$ cat src/rtl/rx_symbol_aligner.sv
// K28.5 word aligner: searches all 10 bit offsets of a two-word history for a comma,
// runs an UNLOCKED/ALIGN/LOCKED state machine and emits symbol-aligned words.
`timescale 1ns/1ps
module rx_symbol_aligner #(
    parameter int                    DATA_WIDTH    = 10,
    parameter logic [DATA_WIDTH-1:0] COMMA_NEG     = 10'h17C,
    parameter logic [DATA_WIDTH-1:0] COMMA_POS     = 10'h283,
    parameter int                    LOCK_COUNT    = 3,
    parameter int                    UNLOCK_COUNT  = 4,
    parameter int                    ALIGN_TIMEOUT = 64
) (
    input  logic                  CLK,
    input  logic                  Rst_n,
    input  logic                  Data_en,
    input  logic [DATA_WIDTH-1:0] Data_in,
    output logic [DATA_WIDTH-1:0] Data_out,
    output logic                  Data_valid,
    output logic                  Comma_pulse,
    output logic                  Symbol_lock,
    output logic [3:0]            Lock_offset,
    output logic                  Realign_pulse
);

    typedef enum logic [1:0] {ST_UNLOCKED, ST_ALIGN, ST_LOCKED} state_t;

    localparam logic [3:0] LOCK_C   = 4'(LOCK_COUNT);
    localparam logic [3:0] UNLOCK_C = 4'(UNLOCK_COUNT);
    localparam logic [7:0] TMO_C    = 8'(ALIGN_TIMEOUT);

    state_t                  state_q, state_d;
    logic [DATA_WIDTH-1:0]   w0_q, w0_d, w1_q, w1_d;
    logic [3:0]              cand_q, cand_d, cnt_q, cnt_d, mis_q, mis_d, off_q, off_d;
    logic [7:0]              tmo_q, tmo_d;
    logic [DATA_WIDTH-1:0]   dout_q, dout_d;
    logic                    valid_q, valid_d, comma_q, comma_d, realign_q, realign_d;

    logic [2*DATA_WIDTH-1:0] hist;
    logic [DATA_WIDTH-1:0]   win [DATA_WIDTH];
    logic [DATA_WIDTH-1:0]   match;
    logic                    any_match;
    logic [3:0]              low_off;

    // Descending scan so the last hit written is the lowest matching offset.
    always_comb begin
        hist      = {w0_q, w1_q};
        any_match = 1'b0;
        low_off   = '0;
        for (int k = DATA_WIDTH - 1; k >= 0; k--) begin
            win[k]   = hist[k +: DATA_WIDTH];
            match[k] = (win[k] == COMMA_NEG) || (win[k] == COMMA_POS);
            if (match[k]) begin
                any_match = 1'b1;
                low_off   = 4'(k);
            end
        end
    end

    always_comb begin
        state_d   = state_q;
        w0_d      = w0_q;
        w1_d      = w1_q;
        cand_d    = cand_q;
        cnt_d     = cnt_q;
        mis_d     = mis_q;
        tmo_d     = tmo_q;
        off_d     = off_q;
        dout_d    = dout_q;
        valid_d   = valid_q;
        comma_d   = 1'b0;
        realign_d = 1'b0;
        if (Data_en) begin
            w1_d = w0_q;
            w0_d = Data_in;
            unique case (state_q)
                ST_UNLOCKED: begin
                    if (any_match) begin
                        if (LOCK_COUNT == 1) begin
                            state_d   = ST_LOCKED;
                            off_d     = low_off;
                            mis_d     = '0;
                            realign_d = 1'b1;
                        end else begin
                            state_d = ST_ALIGN;
                            cand_d  = low_off;
                            cnt_d   = 4'd1;
                            tmo_d   = '0;
                        end
                    end
                end
                ST_ALIGN: begin
                    if (match[cand_q]) begin
                        tmo_d = '0;
                        if (cnt_q + 4'd1 == LOCK_C) begin
                            state_d   = ST_LOCKED;
                            off_d     = cand_q;
                            cnt_d     = '0;
                            mis_d     = '0;
                            realign_d = 1'b1;
                        end else begin
                            cnt_d = cnt_q + 4'd1;
                        end
                    end else if (any_match) begin
                        cand_d = low_off;
                        cnt_d  = 4'd1;
                        tmo_d  = '0;
                    end else if (tmo_q + 8'd1 == TMO_C) begin
                        state_d = ST_UNLOCKED;
                        tmo_d   = '0;
                        cnt_d   = '0;
                    end else begin
                        tmo_d = tmo_q + 8'd1;
                    end
                end
                ST_LOCKED: begin
                    if (match[off_q]) begin
                        mis_d = '0;
                    end else if (any_match) begin
                        if (mis_q + 4'd1 == UNLOCK_C) begin
                            state_d = ST_UNLOCKED;
                            mis_d   = '0;
                        end else begin
                            mis_d = mis_q + 4'd1;
                        end
                    end
                end
                default: state_d = ST_UNLOCKED;
            endcase
            // Select with the offset in force after this edge so the locking comma is emitted valid.
            valid_d = (state_d == ST_LOCKED);
            dout_d  = win[off_d];
            comma_d = valid_d && ((dout_d == COMMA_NEG) || (dout_d == COMMA_POS));
        end
    end

    always_ff @(posedge CLK or negedge Rst_n) begin
        if (!Rst_n) begin
            state_q   <= ST_UNLOCKED;
            w0_q      <= '0;
            w1_q      <= '0;
            cand_q    <= '0;
            cnt_q     <= '0;
            mis_q     <= '0;
            tmo_q     <= '0;
            off_q     <= '0;
            dout_q    <= '0;
            valid_q   <= 1'b0;
            comma_q   <= 1'b0;
            realign_q <= 1'b0;
        end else begin
            state_q   <= state_d;
            w0_q      <= w0_d;
            w1_q      <= w1_d;
            cand_q    <= cand_d;
            cnt_q     <= cnt_d;
            mis_q     <= mis_d;
            tmo_q     <= tmo_d;
            off_q     <= off_d;
            dout_q    <= dout_d;
            valid_q   <= valid_d;
            comma_q   <= comma_d;
            realign_q <= realign_d;
        end
    end

    assign Data_out      = dout_q;
    assign Data_valid    = valid_q;
    assign Comma_pulse   = comma_q;
    assign Symbol_lock   = (state_q == ST_LOCKED);
    assign Lock_offset   = off_q;
    assign Realign_pulse = realign_q;

endmodule

$ cat config.mk
export PLATFORM = sky130hd
export DESIGN_NAME = rx_symbol_aligner
export DESIGN_NICKNAME = d
export VERILOG_FILES = /design/src/rtl/rx_symbol_aligner.sv
export SDC_FILE = /design/constraint.sdc
export NUM_CORES = 1
export LEC_CHECK = 0
export BUFFER_PORTS_ARGS = -buffer_cell sky130_fd_sc_hd__buf_4
export CAP_MARGIN = 20
export CORE_MARGIN = 5
export CORE_UTILIZATION = 40
export DETAILED_ROUTE_END_ITERATION = 6
export GPL_ROUTABILITY_DRIVEN = 0
export GPL_TIMING_DRIVEN = 0
export HOLD_SLACK_MARGIN = 0.1
export MAX_ROUTING_LAYER = met4
export PLACE_DENSITY = 0.56
export SLEW_MARGIN = 20
export SYNTH_ARGS = -nofsm -noshare
export SYNTH_HDL_FRONTEND = slang
export SYNTH_SLANG_ARGS = --single-unit
$ cat constraint.sdc
create_clock -name CLK -period 6.92 [get_ports CLK]
set_clock_uncertainty 0.2 [all_clocks]
set_input_delay 1.038 -clock CLK [delete_from_list [all_inputs] [get_ports CLK]]
set_output_delay 1.038 -clock CLK [all_outputs]
set_load 0.05 [all_outputs]
==> results.sh, run 1 <==
export IMPL_final_area_mm2=0.004943
export IMPL_post_route_period_util=0.6469
export IMPL_cts_htree_levels=3
export IMPL_holdBufCountCts=0
export IMPL_synth_edff_count=0
export IMPL_drt_first_pass_iters=5
export IMPL_final_nets=534
export IMPL_grt_util_all_layers=0.1898
export IMPL_clk_pin_slew_worst_paths_ns=0.06
export IMPL_worst_setup_path_start_kind="flip-flop"
export IMPL_cts_repair_resized=0
export IMPL_switching_share=0.3739
export IMPL_endpoint_kind="flip-flop"
export IMPL_peakVddDrop_v=0.0001128
export IMPL_ys_types=87
export IMPL_synth_seq_cells=59
export IMPL_slowest_stage="o31ai_1"
export IMPL_die_area_mm2=0.01317
export IMPL_syn_area_mm2=0.004390
export IMPL_seq_power_share=0.412
export IMPL_port_buffers=29
export IMPL_clk_path_buf_depth=2
export IMPL_postRouteAntennaNets=0
export IMPL_status="completed"
export IMPL_yosysMostFrequentCell="dfrtp_1"
export IMPL_crit_fanout=10
export IMPL_final_max_slew_viol_count=0
export IMPL_dp_hpwl_um=8451
export IMPL_leakagePower_nw=2.166
export IMPL_synth_compound_area_frac=0.1818
export IMPL_p_per_area_mw_per_mm2=210.3
export IMPL_yosysSeqAreaShare=0.3363
export IMPL_clk_latency_ns=0.35
export IMPL_crit_chain="clkbuf_1 -> nand3b_1 -> nor2_1 -> a22oi_1 -> a22oi_1 -> a21bo_2 -> and3_1 -> o31ai_1 -> nand2_1 -> nor2_1 -> a31oi_2 -> a2111oi_2 -> nand4_1 -> o2bb2ai_1"
export IMPL_yosys_top_cells_count="dfrtp_1, nand2_1, mux2_2"
export IMPL_grt_pass1_wl_um=19530
export IMPL_synth_ff_type="dfrtp_1"
export IMPL_syn_area_per_cell_um2=9.302
export IMPL_grt_max_degree=60
export IMPL_vias=3799
export IMPL_tritoncts="done"
export IMPL_muxShareOfSynthArea=0.1519
export IMPL_synth_fa_ha_area_frac=0.02565
export IMPL_synth_xor_area_frac=0.003990
export IMPL_hold_slack_ns=0.3005
export IMPL_setup_violations=0
export IMPL_antenna_found_initial=0
export IMPL_ios=31
export IMPL_syn_nets=494
export IMPL_post_dp_cell_area_mm2=0.004783
export IMPL_finalCriticalPeriod_ns=4.476
export IMPL_grt_pass1_vias=3822
export IMPL_cts_sinks=59
export IMPL_worstPathRequired_ns=7.00
export IMPL_synthArstFlopShare=1.000
export IMPL_post_cts_setup_buffers=0
export IMPL_drtIter0Drc=278
export IMPL_viasPerCell=5.791
export IMPL_die_width_um=114.8
export IMPL_synth_simple_gate_area_frac=0.2605
export IMPL_core_mm2=0.01079
export IMPL_die_h_um=114.8
export IMPL_rows=38
export IMPL_fmax_mhz=223.4
export IMPL_comb_power_share=0.328
export IMPL_cts_buffers=9
export IMPL_maxCapViolations=0
export IMPL_arrival_ns=4.55
export IMPL_internal_power_uw=651.1
export IMPL_synth_top_cell_area_share=0.3363
export IMPL_rsz0062_at_grt="false"
export IMPL_fin_total_pwr_mw=1.040
export IMPL_critical_path_class="reg -> reg"
export IMPL_setup_tns_final_ns=0
export IMPL_post_route_drc_count=0
export IMPL_relSlewSlack=0.4306
export IMPL_start_util=0.4068
export IMPL_critPathMaxStageDelay_ns=0.71
export IMPL_yosys_area_top_type="dfrtp_1"
export IMPL_synthCells=472
export IMPL_hold_viol=0
export IMPL_dp_cells=641
export IMPL_p_sw_uw=388.7
export IMPL_area_growth_pct=12.60
export IMPL_gr_total_overflow=0
export IMPL_totalWireLength_um=11430
export IMPL_antenna_cells=0
export IMPL_yosys_warnings=0
export IMPL_wire_per_inst_um=17.43
export IMPL_cts_root_buf="clkbuf_8"
export IMPL_worstMarginPinSlew_ns=0.8468
export IMPL_layout_drive_gt1_share=0.2229
export IMPL_final_cells=656
export IMPL_synth_top_family_by_area="simple AND/OR/NAND/NOR gates"
export IMPL_hp_class="reg -> reg"
export IMPL_synthTopCellsByArea="dfrtp_1, mux2_2, nand2_1"
export IMPL_pwr_share_clk=0.260
## worst max-delay path: cells and delay by family, from the launching register on
family                 cells  cell delay (ns)
AND/OR/NAND/NOR            6             1.20
AO/OA/AOI/OAI              7             2.14
flip-flops                 1             0.44
buffers and inverters      1             0.41
## power by group through the flow
| stage | logic [mW] | clock network [mW] | registers (mW) |
|---|---|---|---|
| finish | 0.342 | 0.270 | 0.428 |
| global placement | 0.335 | 0 | 0.431 |
| global route | 0.379 | 0.297 | 0.434 |
| floorplan | 0.223 | 0 | 0.453 |
| CTS | 0.343 | 0.283 | 0.427 |
| detailed placement | 0.341 | 0 | 0.433 |
## kinds of logic (layout without fill, tap and decap cells)
logic type	Yosys count	after routing
adders and majority gates	9	9
buffers and inverters	41	85
AOI/OAI and AO/OA	105	105
DFF	59	59
and+or+nand+nor	199	199
muxes	57	57
xor gates and xnor gates	2	2
## layer usage
layer  GRT usage  up-vias  part of all wire
met3     0.03632       11             0.037
met1      0.2490     1862              0.47
met4     0.05790        0             0.012
met5           -        -                 0
li1            -     1853                 -
met2      0.2988       73              0.48
## state kept, by name, summed over array words and instances, names as in the netlist
| register | count |
|---|---|
| state_q | 2 |
| Data_out | 10 |
| Data_valid | 1 |
| cnt_q | 4 |
| Comma_pulse | 1 |
| w0_q | 10 |
| cand_q | 4 |
| Lock_offset | 4 |
| Realign_pulse | 1 |
| tmo_q | 8 |
| mis_q | 4 |
| w1_q | 10 |
## per-stage QoR
step	setup WS, ns	utilization
2_1_floorplan	3.136	-
3_3_place_gp	2.576	0.4432
3_5_place_dp	2.523	0.4432
4_1_cts	2.492	0.4580
5_1_grt	2.094	0.4580
6_report	2.444	0.4580
## cells in the final DEF, fill, tap and decap left out, drive strengths merged, types with 15 or more instances in the layout
master / n
nand2: 57
inv: 15
dfrtp: 59
mux2i: 23
nand3: 15
buf: 39
o21ai: 25
nor2: 27
mux2: 32
clkbuf: 28
a21oi: 15
## worst paths after layout
path | from | to | slack (ns) | depth (start not counted)
setup / recovery | w0_q[1] | Comma_pulse | 2.44 | 14
hold / removal | tmo_q[7] | tmo_q[7] | 0.30 | 1
setup reg to reg | w0_q[1] | Comma_pulse | 2.44 | 14
hold reg to reg | tmo_q[7] | tmo_q[7] | 0.30 | 1
max in group asynchronous | Rst_n | Data_out[7] | 5.46 | 1
min in group asynchronous | Rst_n | tmo_q[5] | 0.55 | 1
## area by class of cell
cell class	count	area (um^2)
Fill cell	1087	5849
Sequential cell	59	1476
Tap cell	140	175.2
Clock inverter	3	15.01
Timing Repair Buffer	29	217.7
Clock buffer	12	145.1
Buffer	26	118.9
Inverter	15	56.30
Multi-Input combinational cell	372	2739
(Power assumes the default switching activity.)
==> inputs of run 2 (changes only) <==
--- a/config.mk
+++ b/config.mk
@@ -5,6 +5,7 @@
 export SDC_FILE = /design/constraint.sdc
 export NUM_CORES = 1
 export LEC_CHECK = 0
+export ABC_AREA = 1
 export BUFFER_PORTS_ARGS = -buffer_cell sky130_fd_sc_hd__buf_4
 export CAP_MARGIN = 20
 export CORE_MARGIN = 5
==> constraint.sdc (replaced) <==
create_clock -name CLK -period 4.4 [get_ports CLK]
set_clock_uncertainty 0.2 [all_clocks]
set_input_delay 0.66 -clock CLK [delete_from_list [all_inputs] [get_ports CLK]]
set_output_delay 0.66 -clock CLK [all_outputs]
set_load 0.05 [all_outputs]
==> results.sh, run 2 <==
export IMPL_yosysMostFrequentCell="nand2_1"
export IMPL_seqCellArea_mm2=0.001476
export IMPL_vias=4434
export IMPL_grt_max_degree=60
export IMPL_grtUsageMet1=0.2703
export IMPL_start_util=0.4125
export IMPL_totalWireLength_um=12780
export IMPL_viasPerCell=5.481
export IMPL_num_fill_cells=1087
export IMPL_cts_repair_resized=0
export IMPL_final_area_mm2=0.004860
export IMPL_utilization=0.4686
export IMPL_hold_slack_ns=0.1948
export IMPL_rows=37
export IMPL_clk_path_buf_depth=2
export IMPL_die_h_um=113.4
export IMPL_grt_busiest_layer="met2"
export IMPL_crit_fanout=10
export IMPL_synthTopCellsByArea="dfrtp_1, nand2_1, nand3_1"
export IMPL_worst_slack_ns=0.8697
export IMPL_worstMarginPinSlew_ns=0.7874
export IMPL_port_buffers=29
export IMPL_use_met2=0.3286
export IMPL_slowest_stage="dfrtp_1"
export IMPL_relSlewSlack=0.4751
export IMPL_tritoncts="done"
export IMPL_worst_setup_path_start_kind="flip-flop"
export IMPL_cts_buffers=9
export IMPL_final_nets=690
export IMPL_syn_area_per_cell_um2=6.812
export IMPL_final_cells=809
export IMPL_hold_viol=0
export IMPL_critical_path_buf_inv_count=1
export IMPL_die_area_mm2=0.01286
export IMPL_most_common_layout_cells="nand2_1, nand3_1, nor2_1, dfrtp_1, inv_1"
export IMPL_pre_cts_ws_ns=0.9078
export IMPL_holdBufCountCts=0
export IMPL_synthCells=628
export IMPL_post_dp_cell_area_mm2=0.004666
export IMPL_yosysSeqAreaShare=0.3451
export IMPL_finalCriticalPeriod_ns=3.530
export IMPL_postRouteAntennaNets=0
export IMPL_multi_input_area_mm2=0.002460
export IMPL_layout_commonest_cell="nand2_1"
export IMPL_layout_drive_gt1_share=0.1218
export IMPL_antenna_cells=0
export IMPL_clk_latency_ns=0.35
export IMPL_critical_path_class="reg -> reg"
export IMPL_drt_first_pass_iters=5
export IMPL_ios=31
export IMPL_die_width_um=113.4
export IMPL_grt_util_all_layers=0.2077
export IMPL_final_max_slew_viol_count=0
export IMPL_setup_violations=0
export IMPL_area_growth_pct=13.60
export IMPL_critPathMaxStageDelay_ns=0.46
export IMPL_cpLargestDelayFamily="simple AND/OR/NAND/NOR gates"
export IMPL_wire_per_inst_um=15.80
export IMPL_fin_total_pwr_mw=2.274
export IMPL_crit_chain="inv_1 -> nand3_1 -> nor2_1 -> nand3_1 -> nand3_1 -> nand3_1 -> nand2_1 -> nand2_1 -> nand3_2 -> nand4_4 -> o21ai_1 -> nand2_1 -> nor2_4 -> o211ai_1 -> nand2_1 -> nand2_1 -> nor2_1 -> nand3_1 -> a21oi_1"
export IMPL_rsz0062_at_grt="false"
export IMPL_dp_cells=793
export IMPL_yosys_warnings=0
export IMPL_endpoint_kind="flip-flop"
export IMPL_clk_pin_slew_worst_paths_ns=0.07
export IMPL_grt_pass1_vias=4221
export IMPL_grt_pass1_wl_um=20910
export IMPL_hp_class="in -> async"
export IMPL_leakagePower_nw=2.400
export IMPL_yosys_top_cells_count="nand2_1, nand3_1, nor2_1"
export IMPL_antenna_found_initial=0
export IMPL_post_cts_setup_buffers=0
export IMPL_synth_seq_cells=59
export IMPL_setup_tns_final_ns=0
export IMPL_post_route_period_util=0.8023
export IMPL_core_mm2=0.01037
export IMPL_ys_types=46
export IMPL_use_met3=0.03979
export IMPL_synthArstFlopShare=1.000
export IMPL_gr_total_overflow=0
export IMPL_yosys_area_top_type="dfrtp_1"
export IMPL_worstPathRequired_ns=4.47
export IMPL_synth_ff_type="dfrtp_1"
export IMPL_peakVddDrop_v=0.0002008
export IMPL_synth_top_cell_area_share=0.3451
export IMPL_cts_htree_levels=3
export IMPL_status="completed"
export IMPL_p_per_area_mw_per_mm2=467.9
export IMPL_synth_edff_count=0
export IMPL_fmax_mhz=283.3
export IMPL_syn_nets=650
export IMPL_post_route_drc_count=0
export IMPL_arrival_ns=3.60
export IMPL_dp_hpwl_um=9342
export IMPL_drtIter0Drc=404
export IMPL_maxCapViolations=0
export IMPL_cts_sinks=59
export IMPL_cts_root_buf="clkbuf_8"
export IMPL_syn_area_mm2=0.004278
[run 2: changes by cell type after synthesis, sizes merged, moves of 8 or more]
cell    delta
nor2b      -8
nand2    +125
mux2      -32
nor2      +41
nand2b     -8
nand3     +88
clkbuf     -8
nor3       -9
o21ai     +29
inv       +47
xor2       +8
mux2i     -23
[run 2: area by class of cell]
type,count,area share
sequential,59,0.3038
clock inverter,5,0.01081
tap,136,0.03502
buffer,17,0.02060
clock buffer,11,0.02909
multi-input combinational,488,0.5062
timing repair buffer,29,0.04480
inverter,64,0.04969
[run 2: power by group]
group          internal, mW  switching, mW  total [mW]
combinational         0.321          0.683        1.00
clock                 0.275          0.244       0.518
sequential            0.636          0.116       0.752
total                  1.23           1.04        2.27
[run 2: path summary, 6_finish.rpt]
kind | slack [ns] | start | to | depth (start not counted)
setup / recovery | 0.87 | w1_q[8] | Comma_pulse | 19
hold / removal | 0.19 | Rst_n | cand_q[0] | 1
setup reg to reg | 0.87 | w1_q[8] | Comma_pulse | 19
hold reg to reg | 0.29 | Data_valid | Data_valid | 2
max in group asynchronous | 3.29 | Rst_n | Data_out[8] | 1
min in group CLK | 0.29 | Data_valid | Data_valid | 2
[run 2: cell families (layout without fill, tap and decap cells)]
family,Yosys count,in the layout,synth area share
buf+inv,81,126,0.07985
fa+ha+maj,9,9,0.02632
simple gates,376,376,0.3954
xor+xnor,10,10,0.02048
flops,59,59,0.3451
compound gates,93,93,0.1328
[run 2: routing by layer]
layer,routed length [um],vias to the layer above,share of wire
met2,5990,136,0.47
li1,-,2171,-
met5,0,-,0
met1,5870,2108,0.46
met3,691,19,0.054
met4,228,0,0.018
==> inputs of run 3 (changes only) <==
--- a/config.mk
+++ b/config.mk
@@ -15,7 +15,7 @@
 export GPL_TIMING_DRIVEN = 0
 export HOLD_SLACK_MARGIN = 0.1
 export MAX_ROUTING_LAYER = met4
-export PLACE_DENSITY = 0.56
+export PLACE_DENSITY = 0.58
 export SLEW_MARGIN = 20
 export SYNTH_ARGS = -nofsm -noshare
 export SYNTH_HDL_FRONTEND = slang
==> constraint.sdc (replaced) <==
create_clock -name CLK -period 3.2 [get_ports CLK]
set_clock_uncertainty 0.2 [all_clocks]
set_input_delay 0.48 -clock CLK [delete_from_list [all_inputs] [get_ports CLK]]
set_output_delay 0.48 -clock CLK [all_outputs]
set_load 0.05 [all_outputs]
==> results.sh, run 3 (synthesis results as in run 2) <==
export IMPL_port_buffers=29
export IMPL_arrival_ns=3.35
export IMPL_pwr_share_clk=0.210
export IMPL_antenna_cells=0
export IMPL_comb_power_share=0.501
export IMPL_rows=37
export IMPL_hp_class="in -> reg"
export IMPL_worstPathRequired_ns=3.28
export IMPL_viasPerCell=5.476
export IMPL_grt_pass1_vias=4566
export IMPL_cts_root_buf="clkbuf_8"
export IMPL_vias=4709
export IMPL_worst_slack_ns=-0.07133
export IMPL_grt_pass1_wl_um=21600
export IMPL_pre_cts_ws_ns=-0.2905
export IMPL_final_max_slew_viol_count=0
export IMPL_post_route_period_util=1.022
export IMPL_clk_path_buf_depth=2
export IMPL_tritoncts="done"
export IMPL_crit_fanout=8
export IMPL_cts_htree_levels=3
export IMPL_met2WireLength_um=6668
export IMPL_wire_per_inst_um=15.81
export IMPL_worst_setup_path_start_kind="flip-flop"
export IMPL_start_util=0.4125
export IMPL_clk_latency_ns=0.35
export IMPL_die_h_um=113.4
export IMPL_crit_path_start="w0_q[1]"
export IMPL_rsz0062_at_grt="true"
export IMPL_grt_util_all_layers=0.2117
export IMPL_antenna_found_initial=0
export IMPL_endpoint_kind="flip-flop"
export IMPL_fmax_mhz=305.7
export IMPL_clk_pin_slew_worst_paths_ns=0.08
export IMPL_p_sw_mw=1.652
export IMPL_core_mm2=0.01037
export IMPL_cts_buffers=9
export IMPL_totalWireLength_um=13600
export IMPL_route_met3_wl_um=713
export IMPL_setup_tns_final_ns=-0.07133
export IMPL_postRouteAntennaNets=0
export IMPL_min_from="Data_in[6]"
export IMPL_peakVddDrop_v=0.0002756
export IMPL_hold_slack_ns=0.1323
export IMPL_top_layer_used="met4"
export IMPL_relSlewSlack=0.4889
export IMPL_leakagePower_nw=2.726
export IMPL_hold_viol=0
export IMPL_most_common_layout_cells="nand2_1, nand3_1, buf_4, dfrtp_1, inv_1"
export IMPL_finalCriticalPeriod_ns=3.271
export IMPL_maxCapViolations=0
export IMPL_p_per_area_mw_per_mm2=629.5
export IMPL_drt_first_pass_iters=4
export IMPL_die_area_mm2=0.01286
export IMPL_critical_path_class="reg -> reg"
export IMPL_worstMarginPinSlew_ns=0.7667
export IMPL_post_route_drc_count=0
export IMPL_layout_drive_gt1_share=0.2997
export IMPL_internal_power_mw=1.994
export IMPL_layout_commonest_cell="nand2_1"
export IMPL_seq_power_share=0.289
export IMPL_die_width_um=113.4
export IMPL_cts_sinks=59
export IMPL_area_growth_pct=35.42
export IMPL_utilization=0.5586
export IMPL_drt_met1_wl_um=5900
export IMPL_rr_startpoint="w0_q[1]"
export IMPL_ios=31
export IMPL_grt_max_degree=60
export IMPL_dp_hpwl_um=9271
export IMPL_drtIter0Drc=382
export IMPL_gr_total_overflow=0
export IMPL_status="finished, violations left"
export IMPL_setup_violations=1
export IMPL_final_nets=741
export IMPL_switching_share=0.4531
export IMPL_violations="negative setup slack"
## run 3: changes by cell type in the layout (fill, tap and decap cells not counted), moves of 8 or more
| cell | before | now |
|---|---|---|
| nand2_2 | 5 | 22 |
| nand2_1 | 175 | 154 |
| nand3_1 | 99 | 85 |
| buf_6 | 2 | 10 |
| nor2_2 | 1 | 21 |
| buf_4 | 30 | 69 |
| nor2_1 | 66 | 41 |
| nand3_2 | 4 | 16 |
## run 3: final timing paths
path | depth (start not counted) | slack (ns) | end
min in group asynchronous | 2 | 0.54 | cand_q[2]
setup reg to reg | 21 | -0.07 | Comma_pulse
hold / removal | 3 | 0.13 | w0_q[6]
max in group asynchronous | 2 | 1.69 | w1_q[8]
hold reg to reg | 2 | 0.29 | w0_q[9]
setup / recovery | 21 | -0.07 | Comma_pulse
## run 3: worst max-delay path: stages, from the launching register on
cell and delay, ns:
dfrtp_2 0.46, inv_4 0.11, nand2_2 0.06, nor2_2 0.12, nand3_1 0.09, and2_4 0.19, nand2_2 0.06, nand2_2 0.07
o21ai_4 0.24, buf_4 0.17, nand4_4 0.16, nand2_4 0.15, o21ai_4 0.08, nand2_2 0.11, nor2_4 0.04, buf_12 0.15
o211ai_1 0.15, buf_4 0.17, nand3_1 0.08, nor2_2 0.11, nand3_1 0.10, a21oi_2 0.12
## run 3: power groups by stage
stage	registers, mW	clock network (mW)	logic (mW)
global route	1.07	0.822	1.99
global placement	1.04	0	1.35
finish	1.05	0.767	1.83
detailed placement	1.04	0	1.36
CTS	1.04	0.789	1.59
floorplan	1.13	0	0.924
## run 3: metrics by stage
stage,instances,total power [mW],instance area (um^2)
floorplan,628,2.050,4278
global placement,793,2.388,4666
detailed placement,793,2.405,4666
CTS,842,3.414,5334
global route,860,3.882,5793
finish,860,3.647,5793
## run 3: metal layers
metal / track usage / vias up
li1: - / 2287
met4: 0.08494 / 0
met2: 0.3436 / 172
met5: - / -
met1: 0.2606 / 2221
met3: 0.04032 / 29
## run 3: layout make-up
cell class              count  area, um^2
repair buffers             79       664.4
flip-flops and latches     59        1485
clock buffers              10       127.6
inverters                  64       262.8
fillers                   969        4577
clock inverters             6       90.09
plain buffers              17       128.9
multi-input cells         489        2864
well taps                 136       170.2
## run 3: what timing repair did
action | 4_1_cts | 5_1_grt
cloned | 1 | 1
endpoints found under the hold margin | 59 | 0
setup endpoints to repair | 6 | 25
pin swaps | 26 | 39
gates resized for setup | 57 | 78
setup buffers | 31 | 17
hold buffers | 1 | 0
